**src/rtl/sort_pkg.sv**
```systemverilog
// sort_pkg: shared definitions for the param_bubble_sort slice.
//   state_t  : sorter FSM states (IDLE, CMP, DONE)
//   j_w      : bit width of the compare index j (holds 0 .. N-2)
//   pass_w   : bit width of the pass counter (holds 0 .. N-2)
//   cnt_w    : bit width of the optional swap counter (holds 0 .. N(N-1)/2)
`timescale 1ns/1ps
package sort_pkg;

    typedef enum logic [1:0] {
        IDLE = 2'd0,
        CMP  = 2'd1,
        DONE = 2'd2
    } state_t;

    // Index range 0..n-2 needs clog2(n-1) bits; never fewer than one bit.
    function automatic int j_w(input int n);
        return (n > 2) ? $clog2(n - 1) : 1;
    endfunction

    function automatic int pass_w(input int n);
        return (n > 2) ? $clog2(n - 1) : 1;
    endfunction

    // Worst-case swap total is the maximum inversion count n(n-1)/2.
    function automatic int cnt_w(input int n);
        return $clog2(n * (n - 1) / 2 + 1);
    endfunction

endpackage

```
**src/rtl/sort_cmp_swap.sv**
```systemverilog
// sort_cmp_swap: combinational compare-and-order for one adjacent pair.
//   a, b        : elements at positions j and j+1
//   descending  : 0 = smaller value to the lower position, 1 = larger value
//   lo, hi      : values to write back to positions j and j+1
//   swap        : high when the pair is out of order (strict compare, so
//                 equal elements are never exchanged)
`timescale 1ns/1ps
module sort_cmp_swap #(
    parameter int W = 4
) (
    input  logic [W-1:0] a,
    input  logic [W-1:0] b,
    input  logic         descending,
    output logic [W-1:0] lo,
    output logic [W-1:0] hi,
    output logic         swap
);

    always_comb begin
        swap = descending ? (a < b) : (a > b);
        lo   = swap ? b : a;
        hi   = swap ? a : b;
    end

endmodule

```
**src/rtl/param_bubble_sort.sv**
```systemverilog
// param_bubble_sort: sequential bubble sorter for N unsigned W-bit elements,
// one adjacent compare per clock, early exit after a swap-free pass.
//   clk, rst    : clock and synchronous active-high reset
//   start       : load request, honoured in IDLE or DONE
//   descending  : order mode, latched at load
//   data_in     : unsorted elements, element i = data_in[i*W +: W]
//   data_out    : live working array, same packing as data_in
//   busy        : high while comparing
//   done        : high once sorted, until the next start or reset
//   swap_count  : swaps performed since load (only with SORT_SWAP_COUNT_EN)
// Optional build macro: SORT_SWAP_COUNT_EN adds the swap_count port and counter.
`timescale 1ns/1ps
module param_bubble_sort
    import sort_pkg::*;
#(
    parameter int N = 4,
    parameter int W = 4
) (
    input  logic           clk,
    input  logic           rst,
    input  logic           start,
    input  logic           descending,
    input  logic [N*W-1:0] data_in,
    output logic [N*W-1:0] data_out,
    output logic           busy,
    output logic           done
`ifdef SORT_SWAP_COUNT_EN
    ,
    output logic [cnt_w(N)-1:0] swap_count
`endif
);

    localparam int JW = j_w(N);
    localparam int PW = pass_w(N);
    localparam logic [JW-1:0] J_FIRST_LAST = JW'(N - 2);
    localparam logic [PW-1:0] PASS_LAST    = PW'(N - 2);

    state_t          state;
    logic [W-1:0]    r [N];
    logic [JW-1:0]   j;
    logic [PW-1:0]   pass;
    logic            swapped;
    logic            desc_q;

    logic [W-1:0]    a, b, lo, hi;
    logic            swap;
    logic [JW-1:0]   j_last;
    logic            end_of_pass;
    logic            last_pass;

    // Select the pair r[j], r[j+1] with a decoded mux rather than a
    // variable index, so j+1 never needs a wider index than j.
    always_comb begin
        a = r[0];
        b = r[1];
        for (int i = 0; i < N - 1; i++) begin
            if (j == JW'(i)) begin
                a = r[i];
                b = r[i + 1];
            end
        end
    end

    // Each pass settles one more element at the tail, so the pass shrinks.
    always_comb begin
        j_last      = J_FIRST_LAST - JW'(pass);
        end_of_pass = (j == j_last);
        last_pass   = (pass == PASS_LAST);
    end

    sort_cmp_swap #(.W(W)) u_cmp (
        .a          (a),
        .b          (b),
        .descending (desc_q),
        .lo         (lo),
        .hi         (hi),
        .swap       (swap)
    );

    always_comb begin
        data_out = '0;
        for (int i = 0; i < N; i++) begin
            data_out[i*W +: W] = r[i];
        end
    end

    always_ff @(posedge clk) begin
        if (rst) begin
            state   <= IDLE;
            j       <= '0;
            pass    <= '0;
            swapped <= 1'b0;
            desc_q  <= 1'b0;
            busy    <= 1'b0;
            done    <= 1'b0;
            for (int i = 0; i < N; i++) begin
                r[i] <= '0;
            end
`ifdef SORT_SWAP_COUNT_EN
            swap_count <= '0;
`endif
        end else begin
            case (state)
                IDLE, DONE: begin
                    if (start) begin
                        for (int i = 0; i < N; i++) begin
                            r[i] <= data_in[i*W +: W];
                        end
                        desc_q  <= descending;
                        j       <= '0;
                        pass    <= '0;
                        swapped <= 1'b0;
                        busy    <= 1'b1;
                        done    <= 1'b0;
                        state   <= CMP;
`ifdef SORT_SWAP_COUNT_EN
                        swap_count <= '0;
`endif
                    end
                end

                CMP: begin
                    // Writing the ordered pair back is harmless when no swap
                    // is needed: lo/hi then equal the original values.
                    for (int i = 0; i < N - 1; i++) begin
                        if (j == JW'(i)) begin
                            r[i]     <= lo;
                            r[i + 1] <= hi;
                        end
                    end
`ifdef SORT_SWAP_COUNT_EN
                    if (swap) begin
                        swap_count <= swap_count + 1'b1;
                    end
`endif
                    if (!end_of_pass) begin
                        j       <= j + 1'b1;
                        swapped <= swapped | swap;
                    end else if (last_pass || !(swapped || swap)) begin
                        busy  <= 1'b0;
                        done  <= 1'b1;
                        state <= DONE;
                    end else begin
                        pass    <= pass + 1'b1;
                        j       <= '0;
                        swapped <= 1'b0;
                    end
                end

                default: begin
                    state <= IDLE;
                    busy  <= 1'b0;
                    done  <= 1'b0;
                end
            endcase
        end
    end

endmodule

```
**config.mk**
```make
export PLATFORM = sky130hd
export DESIGN_NAME = param_bubble_sort
export DESIGN_NICKNAME = d
export VERILOG_FILES = /design/src/rtl/sort_pkg.sv /design/src/rtl/sort_cmp_swap.sv /design/src/rtl/param_bubble_sort.sv
export SDC_FILE = /design/constraint.sdc
export NUM_CORES = 1
export LEC_CHECK = 0
export ABC_AREA = 1
export BUFFER_PORTS_ARGS = -buffer_cell sky130_fd_sc_hd__buf_2
export CAP_MARGIN = 15
export CORE_AREA = 5 5 61 90
export DETAILED_ROUTE_END_ITERATION = 16
export DIE_AREA = 0 0 66 95
export GPL_TIMING_DRIVEN = 0
export HOLD_SLACK_MARGIN = 0.05
export PLACE_DENSITY = 0.71
export SKIP_CTS_REPAIR_TIMING = 1
export SLEW_MARGIN = 20
export SYNTH_ARGS = -nofsm -noshare
export SYNTH_HDL_FRONTEND = slang
export SYNTH_SLANG_ARGS = --single-unit
```
**constraint.sdc**
```tcl
create_clock -name clk -period 7.1 [get_ports clk]
set_input_delay 1.065 -clock clk [delete_from_list [all_inputs] [get_ports clk]]
set_output_delay 1.065 -clock clk [all_outputs]
set_load 0.05 [all_outputs]
```
---- Yosys cells after proc, flatten, opt, wreduce, memory -nomap -nowiden ----
Memories as Yosys holds them, arrays and structs flattened.
Cells that the tools add are included.
word-level totals
  bits in registers ....................... 10
  RAM bits ................................ 16
  input port bits ......................... 20
  word-level logic and storage cells ...... 103
  memories kept ........................... 1
cells by class
  add/sub/neg operators ................... 3
  magnitude comparators ................... 2
  eq/ne operators ......................... 11
  muxes and demuxes ....................... 57
  bitwise gates (word level) .............. 11
  reductions and logical operators ........ 11
memories
  name  words  bits a word  rd ports  clocked after memory_dff  wr ports  line                     RTL
  r     4      4            4         0                         4         param_bubble_sort.sv:39  logic [W-1:0] r [N];
operator list
  operator             number
  $mux 4               16
  $mux 1               27
  $mux 2               8
  $pmux 2 s2           3
  $or 1x1->1           11
  $ne 2x2->1 const B   4
  $eq 2x2->1 const B   3
  $pmux 1 s2           3
  $reduce_and 3->1     2
  $add 2x1->2 const B  2
  $eq 2x1->1 const B   2
  $gt 4x4->1           1
  $logic_not 2->1      2
  $lt 4x4->1           1
  $reduce_and 4->1     1
  $ne 3x3->1 const B   1
  $eq 2x2->1           1
  $logic_or 1x1->1     2
  $reduce_and 2->1     1
  $reduce_bool 2->1    1
  $reduce_or 2->1      1
  $sub 2x2->2 const A  1
  $logic_not 1->1      1

---- Logic depth before layout (Yosys ltp) ----
Gate-level depths: netlist (run 1).
  word-level depth ........................ 11
  mapped depth ............................ 21

---- Modules after synthesis ----
Synthesis (run 1) repeated with hierarchy kept, for this count alone.
unflattened totals
  cells, all modules ...................... 250
  area total of the unflattened synthesis .. 1800.5 um^2
modules (own cells, without submodules)
  module             instances  cells each  area an instance (um^2)
  param_bubble_sort  1          203         1550.2
  sort_cmp_swap      1          47          250.2

---- Worst setup path after synthesis (run 1) ----
Ideal clock, no wire load.
  path kind ............................... reg2reg
  start ................................... reg j[0]
  end ..................................... mem r[2][0], data pin
  setup time .............................. 0.255 ns
  arrival time ............................ 2.303 ns
  required time ........................... 6.845 ns
  setup slack ............................. 4.542 ns
  stages on the path, launching flop included .. 17
  clock period less this slack ............ 2.558 ns
  cells stage by stage .................... dfxtp_1 > inv_1 > ha_1 > buf_2 > inv_2 > nand2_1 > o21ai_1 > ha_1 > a21oi_2 > nand3_2 > nand2_4 > buf_6 > nand3_1 > nand2_1 > nor2_1 > o22ai_1 > inv_1
RTL lines
  element                   line                      RTL
  start: declaration        param_bubble_sort.sv:40   logic [JW-1:0] j;
  start signal: assignment  param_bubble_sort.sv:137  j <= j + 1'b1;
  end: declaration          param_bubble_sort.sv:39

==> results.json, run 1 <==
{
  "relSlewSlack_pct": 74.6,
  "yosysWarnings": 0,
  "drtIter0Drc": 62,
  "synth-main-ff-cell": "edfxtp_1",
  "worstSetupStartpointType": "flop",
  "initial_core_util_pct": 37.7,
  "synth_seq_cells": 25,
  "ios": 38,
  "utilization_pct": 44.4,
  "syn-instance-count": 232,
  "hold_viol_final": 0,
  "drtPass1Iterations": 4,
  "max_freq_mhz": 335,
  "ctsLongestPathBuffers": 2,
  "pre_cts_slack_ns": 4.13,
  "cts_buffers": 3,
  "drc": 0,
  "overflow": 0,
  "required_ns": 7.14,
  "area_delta_synth_final_pct": 17.6,
  "syn_area_um2": 1770,
  "core_um2": 4690,
  "die-area_um2": 6270,
  "yosysSeqAreaShare_pct": 37.3,
  "port_buffers": 36,
  "tightest_slew_ns": 0.380,
  "wl_per_cell_um": 13.1,
  "async_reset_ff_share_pct": 0,
  "cts_tree": "built",
  "grt.total_usage_pct": 14.8,
  "synth_edf_count": 16,
  "finalSetupTns_ns": 0,
  "totalWireLength_mm": 4.41,
  "final_common_cell": "nand2_1",
  "cts_root_buf": "clkbuf_8",
  "clkTransAtPathRegs_ns": 0.10,
  "final_nets": 301,
  "slew_violations": 0,
  "synth_cell_types": 32,
  "diodes": 0,
  "antenna_found_initial": 0,
  "synth_area_per_cell_um2": 7.63,
  "hold_class": "reg2reg",
  "via_per_inst": 4.90,
  "gp_congestion": 0.895,
  "status": "finished clean",
  "grt_pass1_vias": 1636,
  "cp.arrival_ns": 3.03,
  "timing.critical_path.to_type": "flop",
  "clock_latency_ns": 0.27,
  "drive_gt1_share_pct": 27.6,
  "cts.sinks": 25,
  "htreeDepth": 1,
  "fin_ws_ns": 4.12,
  "die_height_um": 95,
  "finalCritPeriodShare_pct": 42.0,
  "period_needed_ns": 2.98,
  "grt_pass1_wl_mm": 7.17,
  "maxCapViolCount": 0,
  "vias": 1657,
  "mostFrequentLayoutCells": "nand2_1 (55), buf_2 (40), inv_1 (27), nand3_1 (17)",
  "rsz0062_at_grt": "false",
  "place_area_um2": 2030,
  "synthesis.nets": 260,
  "postRouteAntennaNets": 0,
  "fin_area_um2": 2080,
  "placementRows": 31,
  "setup_viol": 0,
  "grt_max_degree": 16,
  "finClkSkew_ns": 0.00995,
  "dp_hpwl_mm": 3.71,
  "worst-path-max-fanout": 10,
  "die_w_um": 66,
  "path_class": "reg2reg"
}
layer usage:
metal | share of wire, % | GRT usage [%] | up-vias
met3 | 3.5 | 1.67 | 13
met4 | 3.4 | 7.29 | 0
met2 | 56 | 28.7 | 31
met5 | 0 | 0 | -
met1 | 37 | 15.1 | 759
li1 | - | - | 854
through the flow:
step / cells / hold WS, ns
2_1_floorplan: 232 / 0.442
3_3_place_gp: 334 / 0.463
3_5_place_dp: 334 / 0.468
4_1_cts: 338 / 0.482
5_1_grt: 338 / 0.503
6_report: 338 / 0.480
Yosys cell counts (4+ instances only):
cell      count  area (um^2)
o21ai_2       5         43.8
nand3_1      17         85.1
dfxtp_1       9          180
inv_1        27          101
inv_2         4         15.0
nand2_2       6         37.5
edfxtp_1     16          480
nor2_1       13         48.8
a21oi_1      16         80.1
o21ai_0       9         45.0
o21ai_1      15         75.1
nand2_1      55          206
nand4_1       4         25.0
buf_2         4         20.0
ha_1          8          100
worst max-delay path, stage by stage (launching register included):
cell and delay (ns):
dfxtp_1 0.41, inv_1 0.13, ha_1 0.21, buf_2 0.17
inv_2 0.19, nand2_1 0.08, o21ai_1 0.17, ha_1 0.31
a21oi_2 0.19, nand3_2 0.13, nand2_4 0.12, buf_6 0.16
nand3_1 0.08, nand2_1 0.17, nor2_1 0.06, o22ai_1 0.11
inv_1 0.05
sequential cells by signal, indices dropped and copies added, names as in the netlist:
register / count
j: 2
r: 16
state: 2
pass: 2
swapped: 1
desc_q: 1
busy: 1
layout make-up:
class                      instances  area, um^2
buffer                             7        50.0
clock buffer                       3        41.3
clock inverter                     1        7.51
fill                             466        2610
inverter                          31         116
multi-input combinational        169         943
sequential                        25         661
tap                               66        82.6
timing repair buffer              36         180
final timing paths:
kind / startpoint / to / slack (ns) / cells after the start
worst max register to register: j[0] / r[2][0] / 4.12 / 16
worst max-delay path: j[0] / r[2][0] / 4.12 / 16
worst min-delay path: busy / busy / 0.48 / 2
worst min register to register: busy / busy / 0.48 / 2
kinds of logic after synthesis:
group | share of synthesized area (%)
AOI/OAI and AO/OA | 17.5
xor gates and xnor gates | 0.495
adders and majority gates | 5.65
buffers and inverters | 9.40
DFF | 37.3
and+or+nand+nor | 29.6
Power of run 1 is not shown: default switching activity piles up to over one toggle a cycle in this logic, so the estimate is an artifact.
==> run 2, diff against run 1 <==
==> constraint.sdc (replaced) <==
create_clock -name clk -period 3.1 [get_ports clk]
set_input_delay 0.465 -clock clk [delete_from_list [all_inputs] [get_ports clk]]
set_output_delay 0.465 -clock clk [all_outputs]
set_load 0.05 [all_outputs]
==> run 2 against run 1 <==
Against the previous run: sequential share of layout area decreased by 0.095 points; die area unchanged; utilization increased by 0.13 points; maximum frequency increased by 3.3%; sequential cell count unchanged; critical path type unchanged; critical endpoint unchanged.
==> results.json, run 2 (synthesis results as in run 1) <==
{
  "postRouteAntennaNets": 0,
  "critical_path.top_delay_family": "simple AND/OR/NAND/NOR gates",
  "slew_violations": 0,
  "utilization_pct": 44.5,
  "die_w_um": 66,
  "whs_endpoint": "desc_q",
  "maxCapViolCount": 0,
  "cts.sinks": 25,
  "rsz0062_at_grt": "false",
  "clock_latency_ns": 0.28,
  "totalWireLength_mm": 4.42,
  "finClkSkew_ns": 0.0106,
  "dp_hpwl_mm": 3.71,
  "top_register": "r",
  "wl_per_cell_um": 13.1,
  "hold_class": "in2reg",
  "busiest_layer": "met2",
  "gp_congestion": 0.895,
  "diodes": 0,
  "ctsLongestPathBuffers": 2,
  "status": "finished clean",
  "drtIter0Drc": 67,
  "fin_cells": 338,
  "crit_buf_inv": 4,
  "cp_common_cell": "nand2_1",
  "setup_viol": 0,
  "die_height_um": 95,
  "htreeDepth": 1,
  "initial_core_util_pct": 37.7,
  "critical_path.max_stage_delay_ns": 0.43,
  "required_ns": 3.14,
  "slowest_stage": "dfxtp_1",
  "overflow": 0,
  "finalCritPeriodShare_pct": 93.2,
  "hold_path_startpoint": "descending",
  "final_common_cell": "nand2_1",
  "path_class": "reg2reg",
  "final_nets": 301,
  "grt_max_degree": 16,
  "area_delta_synth_final_pct": 18.0,
  "tightest_slew_ns": 0.377,
  "via_per_inst": 4.95,
  "die-area_um2": 6270,
  "cp.arrival_ns": 2.93,
  "grt_pass1_vias": 1636,
  "timing.critical_path.to_type": "flop",
  "placementRows": 31,
  "period_needed_ns": 2.89,
  "whs_path_depth": 2,
  "grt.total_usage_pct": 14.8,
  "grt_pass1_wl_mm": 7.17,
  "reg2reg_depth": 17,
  "largest_reg_flops": 16,
  "rr_startpoint": "j[1]",
  "core_um2": 4690,
  "max_freq_mhz": 346,
  "r2r_setup_slack_ns": 0.21,
  "mostFrequentLayoutCells": "nand2_1 (55), buf_2 (40), inv_1 (27), nand3_1 (17)",
  "gr-usage-met3_pct": 1.67,
  "dpl.cell_count": 334,
  "drive_gt1_share_pct": 27.9,
  "hold_viol_final": 0,
  "drtPass1Iterations": 4,
  "ios": 38,
  "crit_chain": "inv_1 -> ha_1 -> buf_6 -> o21ai_0 -> o21ai_2 -> ha_1 -> nand2_1 -> nand2_1 -> nand2_2 -> nand3_2 -> nand2_4 -> buf_6 -> nand3_1 -> nand2_1 -> nor2_1 -> o22ai_1 -> inv_1",
  "worstSetupStartpointType": "flop",
  "vias": 1674,
  "port_buffers": 36,
  "relSlewSlack_pct": 74.8,
  "clkTransAtPathRegs_ns": 0.10,
  "finalSetupTns_ns": 0,
  "cts_root_buf": "clkbuf_8",
  "cts_tree": "built",
  "worst-path-max-fanout": 10,
  "timing.rr.end": "r[2][0]",
  "drc": 0,
  "antenna_found_initial": 0,
  "grt_util_met2_pct": 28.7,
  "cts_buffers": 3,
  "use_met1_pct": 15.1,
  "nFillCells": 466
}
-- run 2: routing by layer --
layer	share of wire (%)	vias to the layer above
li1	-	851
met2	56	33
met4	3.7	0
met3	3.5	14
met5	0	-
met1	37	776
-- run 2: worst max-delay path by stage --
stage               slack, ns       to  startpoint  cells after the start
floorplan                0.54  r[2][0]        j[0]                     16
global placement         0.17  r[2][0]        j[0]                     16
detailed placement       0.13  r[2][0]        j[0]                     16
CTS                      0.11  r[2][0]        j[0]                     16
global route             0.01  r[2][1]        j[0]                     18
finish                   0.21  r[2][0]        j[1]                     17
-- run 2: stage by stage --
| stage | instance area, um^2 | setup slack (ns) | hold WS, ns |
|---|---|---|---|
| 2_1_floorplan | 1770 | 0.542 | 0.442 |
| 5_1_grt | 2090 | 0.0103 | 0.447 |
| 4_1_cts | 2080 | 0.114 | 0.430 |
| 6_report | 2090 | 0.209 | 0.425 |
| 3_5_place_dp | 2030 | 0.129 | 0.468 |
| 3_3_place_gp | 2030 | 0.172 | 0.463 |
-- run 2: area by class of cell --
class,instances,area [um^2],area share [%]
multi-input combinational,169,947,45.4
sequential,25,661,31.6
timing repair buffer,36,180,8.63
inverter,31,119,5.69
tap,66,82.6,3.95
buffer,7,50.0,2.40
clock buffer,3,41.3,1.98
clock inverter,1,7.51,0.359
-- run 2: worst register-to-register path, delay by kind of cell, from the launching register on --
family	cells	cell delay [ns]
and+or+nand+nor	8	0.72
adders and majority gates	2	0.56
AOI/OAI and AO/OA	3	0.49
buffers and inverters	4	0.47
DFF	1	0.43
Power of run 2 is left out for the same reason.
==> run 3, diff against run 2 <==
--- a/config.mk
+++ b/config.mk
@@ -13,7 +13,7 @@
 export DIE_AREA = 0 0 66 95
 export GPL_TIMING_DRIVEN = 0
 export HOLD_SLACK_MARGIN = 0.05
-export PLACE_DENSITY = 0.71
+export PLACE_DENSITY = 0.73
 export SKIP_CTS_REPAIR_TIMING = 1
 export SLEW_MARGIN = 20
 export SYNTH_ARGS = -nofsm -noshare
==> constraint.sdc (replaced) <==
create_clock -name clk -period 2.63 [get_ports clk]
set_input_delay 0.3945 -clock clk [delete_from_list [all_inputs] [get_ports clk]]
set_output_delay 0.3945 -clock clk [all_outputs]
set_load 0.05 [all_outputs]
==> run 3 against run 2 <==
Against the previous run: register-to-register slack lost 0.19 ns; clock-buffer cell count unchanged; largest cell class unchanged; critical path depth fell by 2; worst hold slack got worse by 0.070 ns.
==> results.json, run 3 (synthesis results as in run 1) <==
{
  "worst-path-max-fanout": 7,
  "clkTransAtPathRegs_ns": 0.09,
  "timing.critical_path.to_type": "flop",
  "drtPass1Iterations": 4,
  "holdWs_ns": 0.355,
  "period_needed_ns": 2.61,
  "grt_max_degree": 16,
  "use_met1_pct": 14.0,
  "cts_buffers": 3,
  "drive_gt1_share_pct": 43.8,
  "hold_viol_final": 0,
  "totalWireLength_mm": 5.07,
  "area_delta_synth_final_pct": 41.6,
  "overflow": 0,
  "grt_util_met2_pct": 28.1,
  "required_ns": 2.66,
  "finClkSkew_ns": 0.00491,
  "final_nets": 317,
  "cts_root_buf": "clkbuf_8",
  "reg2reg_depth": 15,
  "final_common_cell": "nand2_1",
  "core_um2": 4690,
  "ios": 38,
  "fin_area_um2": 2510,
  "cts.sinks": 25,
  "relSlewSlack_pct": 71.9,
  "postRouteAntennaNets": 0,
  "drc": 0,
  "ctsLongestPathBuffers": 2,
  "gp_congestion": 0.859,
  "largest_reg_flops": 16,
  "wl_per_cell_um": 14.3,
  "grt_pass1_wl_mm": 7.07,
  "port_buffers": 36,
  "placementRows": 31,
  "worstSetupStartpointType": "flop",
  "grt_pass1_vias": 1670,
  "place_area_um2": 2030,
  "initial_core_util_pct": 37.7,
  "cts_tree": "built",
  "setup_viol": 0,
  "hold_class": "in2reg",
  "die-area_um2": 6270,
  "rsz0062_at_grt": "true",
  "cp.arrival_ns": 2.65,
  "dp_hpwl_mm": 3.65,
  "maxCapViolCount": 0,
  "busiest_layer": "met2",
  "clock_latency_ns": 0.27,
  "tightest_slew_ns": 0.420,
  "whs_path_depth": 2,
  "path_class": "reg2reg",
  "top_register": "r",
  "grt.total_usage_pct": 14.7,
  "antenna_found_initial": 0,
  "via_per_inst": 5.09,
  "diodes": 0,
  "drtIter0Drc": 74,
  "finalCritPeriodShare_pct": 99.3,
  "htreeDepth": 1,
  "slew_violations": 0,
  "mostFrequentLayoutCells": "nand2_1 (44), buf_2 (40), inv_1 (23), nand3_1 (16), edfxtp_1 (16)",
  "die_w_um": 66,
  "nFillCells": 435,
  "gr-usage-met3_pct": 2.14,
  "die_height_um": 95,
  "max_freq_mhz": 383,
  "status": "finished clean",
  "vias": 1803
}
==> run 3: layout make-up <==
type                            count  area [um^2]  share of cell area, %
Timing Repair inverter              1         8.76                  0.349
Buffer                              7         77.6                   3.10
Timing Repair Buffer               51          329                   13.1
Clock inverter                      1         7.51                  0.300
Clock buffer                        3         41.3                   1.65
Sequential cell                    25          668                   26.7
Tap cell                           66         82.6                   3.30
Inverter                           31          134                   5.34
Multi-Input combinational cell    169         1160                   46.2
==> run 3: layer usage <==
metal  up-vias  routed length, um
met1       840               1820
met3        22                220
met5         -                  0
met4         0                236
met2        50               2800
li1        891                  -
==> run 3: path summary, 6_finish.rpt <==
path                                  from  slack [ns]       to
worst min register to register        busy        0.47     busy
worst min-delay path            descending        0.35   desc_q
worst max register to register        j[1]        0.02  r[1][1]
worst max-delay path                  j[1]        0.02  r[1][1]
==> run 3: through the flow <==
stage	setup WS, ns	std cells	setup TNS [ns]	utilization, %
2_1_floorplan	0.0717	232	0	-
3_3_place_gp	-0.295	334	-3.06	43.3
3_5_place_dp	-0.311	334	-3.79	43.3
4_1_cts	-0.318	338	-4.05	44.4
5_1_grt	-0.0869	354	-0.372	53.4
6_report	0.0190	354	0	53.4
==> run 3: critical path: stages (launching register included) <==
cell,delay [ns]
dfxtp_4,0.37
buf_6,0.12
ha_4,0.16
buf_2,0.15
a22oi_2,0.26
ha_4,0.26
nand2_2,0.09
inv_2,0.05
nand2_4,0.08
nand2_4,0.05
nand2_4,0.10
nand2_8,0.08
clkbuf_16,0.16
o21ai_4,0.21
or2_0,0.15
a21oi_1,0.06
Power of run 3 is left out for the same reason.
